**config.mk**
```make
export PLATFORM = sky130hd
export DESIGN_NAME = esc_pwm_multi
export DESIGN_NICKNAME = d
export VERILOG_FILES = /design/src/rtl/esc_pwm_pkg.sv /design/src/rtl/esc_pwm_channel.sv /design/src/rtl/esc_pwm_multi.sv
export SDC_FILE = /design/constraint.sdc
export NUM_CORES = 1
export LEC_CHECK = 0
export ABC_AREA = 1
export CORE_ASPECT_RATIO = 0.6
export CORE_MARGIN = 5
export CORE_UTILIZATION = 60
export CTS_CLUSTER_DIAMETER = 200
export DETAILED_ROUTE_END_ITERATION = 6
export PLACE_DENSITY = 0.87
export SYNTH_ARGS = -nofsm -noshare
export SYNTH_HDL_FRONTEND = slang
export SYNTH_HIERARCHICAL = 1
export SYNTH_SLANG_ARGS = --single-unit
```
**constraint.sdc**
```tcl
create_clock -name c50m -period 15 [get_ports c50m]
set_input_delay 2.25 -clock c50m [delete_from_list [all_inputs] [get_ports c50m]]
set_output_delay 2.25 -clock c50m [all_outputs]
set_load 0.01 [all_outputs]
```
**src/rtl/esc_pwm_pkg.sv**
```systemverilog
// Shared types, default parameter values and helpers for the multi-channel ESC PWM generator.
package esc_pwm_pkg;

    typedef enum logic [1:0] {
        DISARMED = 2'd0,
        ARMING   = 2'd1,
        RUN      = 2'd2
    } esc_state_t;

    localparam int unsigned DEF_CHANNELS       = 2;
    localparam int unsigned DEF_CMD_W          = 10;
    localparam int unsigned DEF_FRAME_TICKS    = 1_000_000;
    localparam int unsigned DEF_MIN_TICKS      = 50_000;
    localparam int unsigned DEF_MAX_TICKS      = 100_000;
    localparam int unsigned DEF_SLEW_STEP      = 8;
    localparam int unsigned DEF_ARM_FRAMES     = 50;
    localparam int unsigned DEF_TIMEOUT_FRAMES = 25;

    // Register width able to hold the values 0..n-1 (never less than one bit).
    function automatic int bits_for(input int unsigned n);
        return (n < 2) ? 1 : $clog2(n);
    endfunction

    // Command to pulse width; the 64-bit product keeps every bit until the shift.
    function automatic logic [63:0] map_width(input logic [31:0] applied,
                                              input int unsigned min_t,
                                              input int unsigned max_t,
                                              input int unsigned cmd_w);
        logic [63:0] prod;
        prod = 64'(applied) * 64'(max_t - min_t);
        return 64'(min_t) + (prod >> cmd_w);
    endfunction

endpackage

```
**src/rtl/esc_pwm_channel.sv**
```systemverilog
// One ESC output: command target, slew-limited applied value, watchdog and pulse comparator.
module esc_pwm_channel
    import esc_pwm_pkg::*;
#(
    parameter int unsigned CMD_W          = DEF_CMD_W,
    parameter int unsigned CNT_W          = 20,
    parameter int unsigned MIN_TICKS      = DEF_MIN_TICKS,
    parameter int unsigned MAX_TICKS      = DEF_MAX_TICKS,
    parameter int unsigned SLEW_STEP      = DEF_SLEW_STEP,
    parameter int unsigned TIMEOUT_FRAMES = DEF_TIMEOUT_FRAMES
) (
    input  logic             c50m,
    input  logic             reset,
    input  logic             clear,
    input  logic             run,
    input  logic             pwm_en,
    input  logic             frame_tick,
    input  logic [CNT_W-1:0] count,
    input  logic [CMD_W-1:0] cmd,
    input  logic             cmd_valid,
    output logic             pwm_out,
    output logic             fault_timeout
);

    localparam int WD_W = bits_for(TIMEOUT_FRAMES + 1);
    localparam logic [CMD_W-1:0] STEP = CMD_W'(SLEW_STEP);

    logic [CMD_W-1:0] target_reg;
    logic [CMD_W-1:0] applied_reg;
    logic [CMD_W-1:0] applied_next;
    logic [CMD_W-1:0] slew_val;
    logic [WD_W-1:0]  wd_reg;
    logic [CNT_W-1:0] width_reg;
    logic             fault_reg;
    logic             wd_expire;

    // A full step is taken only when the gap exceeds it, so the result never passes the target.
    always_comb begin
        slew_val = applied_reg;
        if (target_reg >= applied_reg) begin
            if ((target_reg - applied_reg) <= STEP) slew_val = target_reg;
            else                                    slew_val = applied_reg + STEP;
        end else begin
            if ((applied_reg - target_reg) <= STEP) slew_val = target_reg;
            else                                    slew_val = applied_reg - STEP;
        end
    end

    always_comb begin
        applied_next = applied_reg;
        if (clear || !run) applied_next = '0;
        else if (frame_tick) applied_next = slew_val;
    end

    assign wd_expire = run && frame_tick && !cmd_valid && (wd_reg == WD_W'(TIMEOUT_FRAMES - 1));

    always_ff @(posedge c50m or posedge reset) begin
        if (reset) begin
            target_reg  <= '0;
            applied_reg <= '0;
            wd_reg      <= '0;
            fault_reg   <= 1'b0;
            width_reg   <= '0;
        end else begin
            applied_reg <= applied_next;
            if (frame_tick) begin
                width_reg <= CNT_W'(map_width(32'(applied_next), MIN_TICKS, MAX_TICKS, CMD_W));
            end
            if (clear) begin
                target_reg <= '0;
                fault_reg  <= 1'b0;
                wd_reg     <= '0;
            end else begin
                if (cmd_valid) begin
                    target_reg <= cmd;
                    fault_reg  <= 1'b0;
                end else if (wd_expire) begin
                    target_reg <= '0;
                    fault_reg  <= 1'b1;
                end
                if (!run || cmd_valid) wd_reg <= '0;
                else if (frame_tick && (wd_reg != WD_W'(TIMEOUT_FRAMES))) wd_reg <= wd_reg + WD_W'(1);
            end
        end
    end

    assign pwm_out       = pwm_en && (count < width_reg);
    assign fault_timeout = fault_reg;

endmodule

```
**src/rtl/esc_pwm_multi.sv**
```systemverilog
// Multi-channel servo-style ESC pulse generator with arming sequence, slew limiting and watchdog.
module esc_pwm_multi
    import esc_pwm_pkg::*;
#(
    parameter int unsigned CHANNELS       = DEF_CHANNELS,
    parameter int unsigned CMD_W          = DEF_CMD_W,
    parameter int unsigned FRAME_TICKS    = DEF_FRAME_TICKS,
    parameter int unsigned MIN_TICKS      = DEF_MIN_TICKS,
    parameter int unsigned MAX_TICKS      = DEF_MAX_TICKS,
    parameter int unsigned SLEW_STEP      = DEF_SLEW_STEP,
    parameter int unsigned ARM_FRAMES     = DEF_ARM_FRAMES,
    parameter int unsigned TIMEOUT_FRAMES = DEF_TIMEOUT_FRAMES
) (
    input  logic                      c50m,
    input  logic                      reset,
    input  logic                      enable,
    input  logic [CHANNELS*CMD_W-1:0] cmd,
    input  logic [CHANNELS-1:0]       cmd_valid,
    output logic [CHANNELS-1:0]       pwm_out,
    output logic                      armed,
    output logic [CHANNELS-1:0]       fault_timeout,
    output logic                      frame_tick
);

    localparam int CNT_W = bits_for(FRAME_TICKS);
    localparam int ARM_W = bits_for(ARM_FRAMES + 1);

    esc_state_t       state_reg;
    esc_state_t       state_next;
    logic [CNT_W-1:0] count_reg;
    logic [ARM_W-1:0] arm_reg;
    logic             run;
    logic             pwm_en;

    assign frame_tick = (count_reg == CNT_W'(FRAME_TICKS - 1));

    always_comb begin
        state_next = state_reg;
        case (state_reg)
            DISARMED: if (frame_tick) state_next = ARMING;
            ARMING:   if (frame_tick && (arm_reg == ARM_W'(ARM_FRAMES - 1))) state_next = RUN;
            RUN:      state_next = RUN;
            default:  state_next = DISARMED;
        endcase
        // Dropping enable overrides every other transition.
        if (!enable) state_next = DISARMED;
    end

    always_ff @(posedge c50m or posedge reset) begin
        if (reset) begin
            state_reg <= DISARMED;
            count_reg <= '0;
            arm_reg   <= '0;
        end else begin
            state_reg <= state_next;
            count_reg <= frame_tick ? '0 : count_reg + CNT_W'(1);
            if (state_reg != ARMING) arm_reg <= '0;
            else if (frame_tick)     arm_reg <= arm_reg + ARM_W'(1);
        end
    end

    assign run    = (state_reg == RUN);
    assign pwm_en = (state_reg == ARMING) || (state_reg == RUN);
    assign armed  = run;

    for (genvar gi = 0; gi < CHANNELS; gi++) begin : g_ch
        esc_pwm_channel #(
            .CMD_W          (CMD_W),
            .CNT_W          (CNT_W),
            .MIN_TICKS      (MIN_TICKS),
            .MAX_TICKS      (MAX_TICKS),
            .SLEW_STEP      (SLEW_STEP),
            .TIMEOUT_FRAMES (TIMEOUT_FRAMES)
        ) u_ch (
            .c50m          (c50m),
            .reset         (reset),
            .clear         (!enable),
            .run           (run),
            .pwm_en        (pwm_en),
            .frame_tick    (frame_tick),
            .count         (count_reg),
            .cmd           (cmd[gi*CMD_W +: CMD_W]),
            .cmd_valid     (cmd_valid[gi]),
            .pwm_out       (pwm_out[gi]),
            .fault_timeout (fault_timeout[gi])
        );
    end

endmodule
```
Yosys cells after proc, flatten, opt, wreduce, memory -nomap -nowiden
Cells that the tools add are included.
{"block": "totals", "register_bits": 120, "elab_cells": 108, "memories": 0, "mem_bits_ro": 0, "latchBits": 0, "ram_bits": 0, "output_inout_bits": 6}
{"block": "op_classes", "mul": 2, "add_sub_neg": 14, "bitwise_logic": 0, "div": 0, "magnitude_cmp": 8, "mux": 35, "n_reduce_logical": 21, "eq_ne": 15, "shift": 0}
{"cell": "2-to-1 mux 10 bit", "n": 16}
{"cell": "multiplier 10 x 12 -> 22 bit, second input constant", "n": 2}
{"cell": "<= comparator 10 x 4 -> 1 bit, second input constant", "n": 4}
{"cell": "< comparator 20 bit", "n": 2}
{"cell": "subtractor 10 bit", "n": 4}
{"cell": "adder 16 x 16 -> 17 bit, first input constant", "n": 2}
{"cell": "2-to-1 mux 5 bit", "n": 6}
{"cell": "adder 10 x 4 -> 10 bit, second input constant", "n": 2}
{"cell": "adder 20 x 1 -> 20 bit, second input constant", "n": 1}
{"cell": "equality test 20 bit, second input constant", "n": 1}
{"cell": "greater-or-equal comparator 10 bit", "n": 2}
{"cell": "2-to-1 mux 20 bit", "n": 1}
{"cell": "subtractor 10 x 4 -> 10 bit, second input constant", "n": 2}
{"cell": "2-to-1 mux 6 bit", "n": 2}
{"cell": "inequality test 3 x 1 -> 1 bit, second input constant", "n": 4}
{"cell": "adder 5 x 1 -> 5 bit, second input constant", "n": 2}
{"cell": "equality test 5 bit, second input constant", "n": 2}
{"cell": "logical AND 1 bit", "n": 10}
{"cell": "inequality test 5 bit, second input constant", "n": 2}
{"cell": "adder 6 x 1 -> 6 bit, second input constant", "n": 1}
{"cell": "equality test 6 bit, second input constant", "n": 1}
{"cell": "2-to-1 mux 1 bit", "n": 6}
{"cell": "2-to-1 mux 2 bit", "n": 3}
{"cell": "inequality test 3 bit, second input constant", "n": 2}
{"cell": "other kinds (9)", "n": 15}

Depth between registers and ports, before layout
{"block": "depth", "depth_word": 8, "mapped_depth": 50}

Cells and area by module
Netlist, hierarchy kept.
{"module": "esc_pwm_channel at g_ch[1].u_ch", "area_per_inst_um2": 6221.0, "cells_per_inst": 874, "n_inst": 1}
{"module": "esc_pwm_channel at g_ch[0].u_ch", "area_per_inst_um2": 6163.4, "cells_per_inst": 870, "n_inst": 1}
{"module": "esc_pwm_multi", "area_per_inst_um2": 1720.4, "cells_per_inst": 221, "n_inst": 1}

Worst setup path before layout
OpenSTA, ideal clock, no wires.
{"block": "synth_path", "kind": "input-to-reg", "from": "in enable", "to": "reg g_ch[1].u_ch.width_reg[14]", "stages": 28, "path_slack_ps": 7980, "required_ps": 14869, "t_arrival_ps": 6889, "n_path_buf": 0, "path_cell_list": "inv_1 > nor2_1 > inv_1 > a21oi_1 > nand2_4 > ha_1 > fa_1 > inv_1 > ha_1 > fa_1 > ha_1 > ha_1 > a21oi_1 > o21ai_0 > inv_1 > nand3b_1 > and2_1 > ha_1 > inv_1 > nand2_1 > nand2_1 > nand4_1 > nand2_1 > inv_2 > nand2_1 > nand2_1 > nand3_1 > o21ai_1"}
{"block": "synth_via", "elab_chain_cells": 5}
{"element": "from (decl)", "line": "esc_pwm_multi.sv:16", "text": "input logic enable,"}
{"element": "logical NOT 1 bit", "line": "esc_pwm_multi.sv:77", "text": ".clear (!enable),"}
{"element": "logical OR 1 bit", "line": "esc_pwm_channel.sv:51", "text": "if (clear || !run) applied_next = '0;"}
{"element": "2-to-1 mux 10 bit", "line": "esc_pwm_channel.sv:51"}
{"element": "multiplier 10 x 12 -> 22 bit", "line": "esc_pwm_pkg.sv:30", "text": "prod = 64'(applied) * 64'(max_t - min_t);"}
{"element": "adder 16 x 16 -> 17 bit", "line": "esc_pwm_pkg.sv:31", "text": "return 64'(min_t) + (prod >> cmd_w);"}
{"element": "to (signal assigned)", "line": "esc_pwm_channel.sv:67", "text": "width_reg <= CNT_W'(map_width(32'(applied_next), MIN_TICKS, MAX_TICKS, CMD_W));"}
{"element": "to (decl)", "line": "esc_pwm_channel.sv:33", "text": "logic [CNT_W-1:0] width_reg;"}
No other way between the ends.
A chain may end at the register's enable or synchronous reset.

Final worst setup path
{"block": "layout_path", "from": "in enable", "to": "reg g_ch[0].u_ch.width_reg[14]"}
{"block": "layout_via", "elab_chain_cells": 5}
{"element": "logical NOT 1 bit", "line": "esc_pwm_multi.sv:77"}
{"element": "logical OR 1 bit", "line": "esc_pwm_channel.sv:51"}
{"element": "2-to-1 mux 10 bit", "line": "esc_pwm_channel.sv:51"}
{"element": "via g_ch[0].u_ch.applied_next[9]", "line": "esc_pwm_channel.sv:30", "text": "logic [CMD_W-1:0] applied_next;"}
{"element": "multiplier 10 x 12 -> 22 bit", "line": "esc_pwm_pkg.sv:30"}
{"element": "adder 16 x 16 -> 17 bit", "line": "esc_pwm_pkg.sv:31"}
{"element": "to (signal assigned)", "line": "esc_pwm_channel.sv:67"}
{"element": "to (decl)", "line": "esc_pwm_channel.sv:33"}
The timed path passes the listed nets, and every way through them passes these cells.

==> results by group <==
Clocking
  • H-tree depth: 4
  • Clock Path Buffers: 2
  • Hold buffers post-CTS: 0
  • Post-CTS Resized: 0
  • Root Buffer: clkbuf_16
  • CTS sink count: 114
  • Setup Fix Bufs, Post-CTS: 0
  • Num CTS Buffers: 17
  • CTS tree: done
  • Clock-pin slew on the worst setup and hold paths: ~0.070 ns
  • Worst-Skew Late Latency: between 0.4 and 0.5 ns

Setup path
  • Reg2Reg Depth: 42
  • Crit-path max cell delay: between 0.5 and 0.6 ns
  • Type of origin of the critical path: input pin
  • Most used cell, CP: nand2_1
  • CP endpoint kind: flip-flop
  • WP data required: roughly 15 ns
  • Crit Path Max Fanout: 8
  • Crit path DAT: a little under 9 ns
  • Critical-path top delay cell: nor2_1
  • Crit Path Class: input pin to flip-flop

Pwr
  • LEAKAGE: about 8.6 nW
  • Internal: just over 0.0006 W
  • Power, Total: 0.000942 W
  • Pwr per Cell Area: 61.6 mW/mm^2
  • Clock power share: a little over two fifths
  • Share of power burned in registers: approximately 35%
  • Logic gate share of total power: a little over a fifth
  • Switching Fraction: between 30% and 40%
  • Worst IR Drop VDD: approximately 0.07 mV
  • Net Sw Power: around 0.00032 W

Timing
  • Setup TNS: 0 ns
  • Setup Skew: 0.0133 ns
  • Part of the cycle the worst path needs: a little under three fifths
  • Slew @ Worst Pin: about 1.1 ns
  • WHS: approximately 0.49 ns
  • Max Transition Viols Final: 0
  • Fmax achieved: between 100 and 150 MHz
  • Fin. Hold Viols: 0
  • Final worst slack: ~6.5 ns
  • Slew Limit Headroom: about a quarter
  • Final Setup Violations: 0
  • Final min period: 8.45 ns
  • RSZ-0062 raised after global routing: false

Drt
  • Routed Antenna Nets: 0
  • Avg WL per Cell: 17.5 um
  • Vias after detailed routing: ~14000
  • Iteration-0 DRC Markers: between 1500 and 2000
  • Remaining routing DRC violations: 3
  • Post-DR vias/cell: a little under 6
  • WL final: between 40000 and 50000 um
  • DRT Pass-1 Iters: 7

GRT
  • Vias in the first global route: ~12000
  • Tot GR Track Use: between 20% and 30%
  • Largest net degree at the start of global routing: 80
  • Total congestion overflow: 0
  • First-pass GRT wire length: roughly 64000 um
  • Initial antenna violation count: 0

Placed design
  • HPWL Detailed: roughly 32000 um
  • GP Congestion: between 0.9 and 1
  • Buffers on Ports: 30
  • Setup WS pre-CTS: approximately 6.4 ns
  • Placed cell count: about 2300

Final layout
  • Multi-input gate area: approximately 0.0098 sq mm
  • Final cell count without fillers: between 2000 and 2500
  • Layout cells sized above 1: under 10%
  • Fill cells: slightly below 2000
  • Most frequent cells in the layout: 402 x nand2_1, 352 x inv_1, 231 x ha_1
  • Max reg flops: 34
  • P&R area growth vs syn: 8.32%
  • Layout Nets: around 2300
  • Register area: roughly 0.0029 sq mm
  • ANT cells: 0
  • Most common cell after layout, fill and taps aside: nand2_1

Floorplanning
  • Core footprint: ~0.023 sq mm
  • Ports: 31
  • Die X: 208 um
  • Die Area: approximately 0.027 sq mm
  • Die height: between 100 and 150 um
  • Initial core utilization: between 60% and 70%
  • Row count: between 40 and 50

Synthesis
  • Cell taking the most area after synthesis: ha_1
  • Cell count after synthesis: approximately 2000
  • Netlist cell types: 53
  • Yosys top cell area share: about a fifth
  • Fraction of registers with async set/reset: 100%
  • EDFF count, synth: 0
  • Sequential fraction of the synthesis area: ~20%
  • Synth warn: 6
  • Synth Cell Area: 0.0141 sq mm
  • Synthesized area per cell: between 7 and 8 sq um
  • Syn Nets: about 2300
  • Top_reg_cell synth: dfrtp_1
  • Synth Register Bits: 114
  • Top cells by area, synth: ha_1 20%, dfrtp_1 20%, nand2_1 11%

Job
  • Maximum capacitance violations: 0

Run status
  • Outcome: complete, but fails checks
  • Violated checks: DRC

Worst hold path
  • Hold Path Class: flip-flop to flip-flop
  • Worst hold path stage count: 2
synth_stat cells (4+ instances only):
| cell type | number |
|---|---|
| nand3b_1 | 10 |
| xnor2_1 | 15 |
| o221ai_1 | 11 |
| nand3_1 | 169 |
| nand3_2 | 15 |
| nand2_4 | 10 |
| nand2_1 | 402 |
| a21oi_1 | 92 |
| clkbuf_1 | 19 |
| inv_1 | 355 |
| nor4_1 | 4 |
| a31oi_1 | 10 |
| buf_2 | 6 |
| or2_2 | 8 |
| o211ai_1 | 16 |
| inv_2 | 11 |
| o21ai_1 | 6 |
| nor2_4 | 12 |
| xor2_1 | 35 |
| nor2_2 | 19 |
| nand4_1 | 32 |
| o21a_1 | 5 |
| nor2_1 | 129 |
| o21ai_0 | 96 |
| ha_1 | 231 |
| o21bai_1 | 8 |
| dfrtp_1 | 114 |
| nand2_2 | 33 |
| fa_1 | 36 |
| nor3_1 | 19 |
cell families after synthesis:
logic type / count (synthesis) / share of synthesized area, %
DFF: 114 / 20.2
AOI/OAI and AO/OA: 264 / 10.9
buffers and inverters: 396 / 10.6
adders and majority gates: 267 / 25.6
xor gates and xnor gates: 54 / 3.73
and+or+nand+nor: 870 / 29.0
worst paths after layout:
check                                      startpoint                         end  slack [ns]
setup / recovery                               enable  g_ch[0].u_ch/width_reg[14]        6.55
hold / removal              g_ch[0].u_ch/width_reg[8]   g_ch[0].u_ch/width_reg[8]        0.49
setup reg to reg           g_ch[0].u_ch/target_reg[5]  g_ch[0].u_ch/width_reg[14]        7.03
hold reg to reg             g_ch[0].u_ch/width_reg[8]   g_ch[0].u_ch/width_reg[8]        0.49
max in group asynchronous                       reset                  arm_reg[1]       11.74
min in group asynchronous                       reset  g_ch[0].u_ch/width_reg[12]        2.50
metrics by stage:
| stage | cell area (sq um) | utilization, % |
|---|---|---|
| 3_5_place_dp | 14700 | 63.5 |
| 6_report | 15300 | 66.0 |
| 5_1_grt | 15300 | 66.0 |
| 3_3_place_gp | 14700 | 63.5 |
| 4_1_cts | 15300 | 66.0 |
| 2_1_floorplan | 14100 | - |
per-layer routing:
metal,part of all wire [%],track usage (%)
met4,0.91,4.98
met3,15,12.1
met1,47,45.9
met2,38,39.2
met5,0,0
final cells by class:
type | instances | share of cell area, %
Sequential cell | 114 | 18.7
Clock buffer | 17 | 2.78
Clock inverter | 15 | 1.06
Tap cell | 315 | 2.58
Inverter | 368 | 9.04
Timing Repair Buffer | 31 | 2.01
Multi-Input combinational cell | 1455 | 63.8
power by group through the flow:
stage          registers, W  logic, W  clock network, W
6_report           0.000326  0.000202          0.000414
5_1_grt            0.000327  0.000222          0.000436
4_1_cts            0.000325  0.000196          0.000418
3_5_place_dp       0.000331  0.000196                 0
3_3_place_gp       0.000330  0.000189                 0
2_1_floorplan      0.000327  0.000136                 0
worst max-delay path: cells and delay by family:
kind | cells | cell delay (ns)
simple gates | 12 | 1.61
compound gates | 3 | 0.73
buf+inv | 9 | 1.46
fa+ha+maj | 7 | 2.66
No activity file was read; power rests on OpenSTA's default activity.
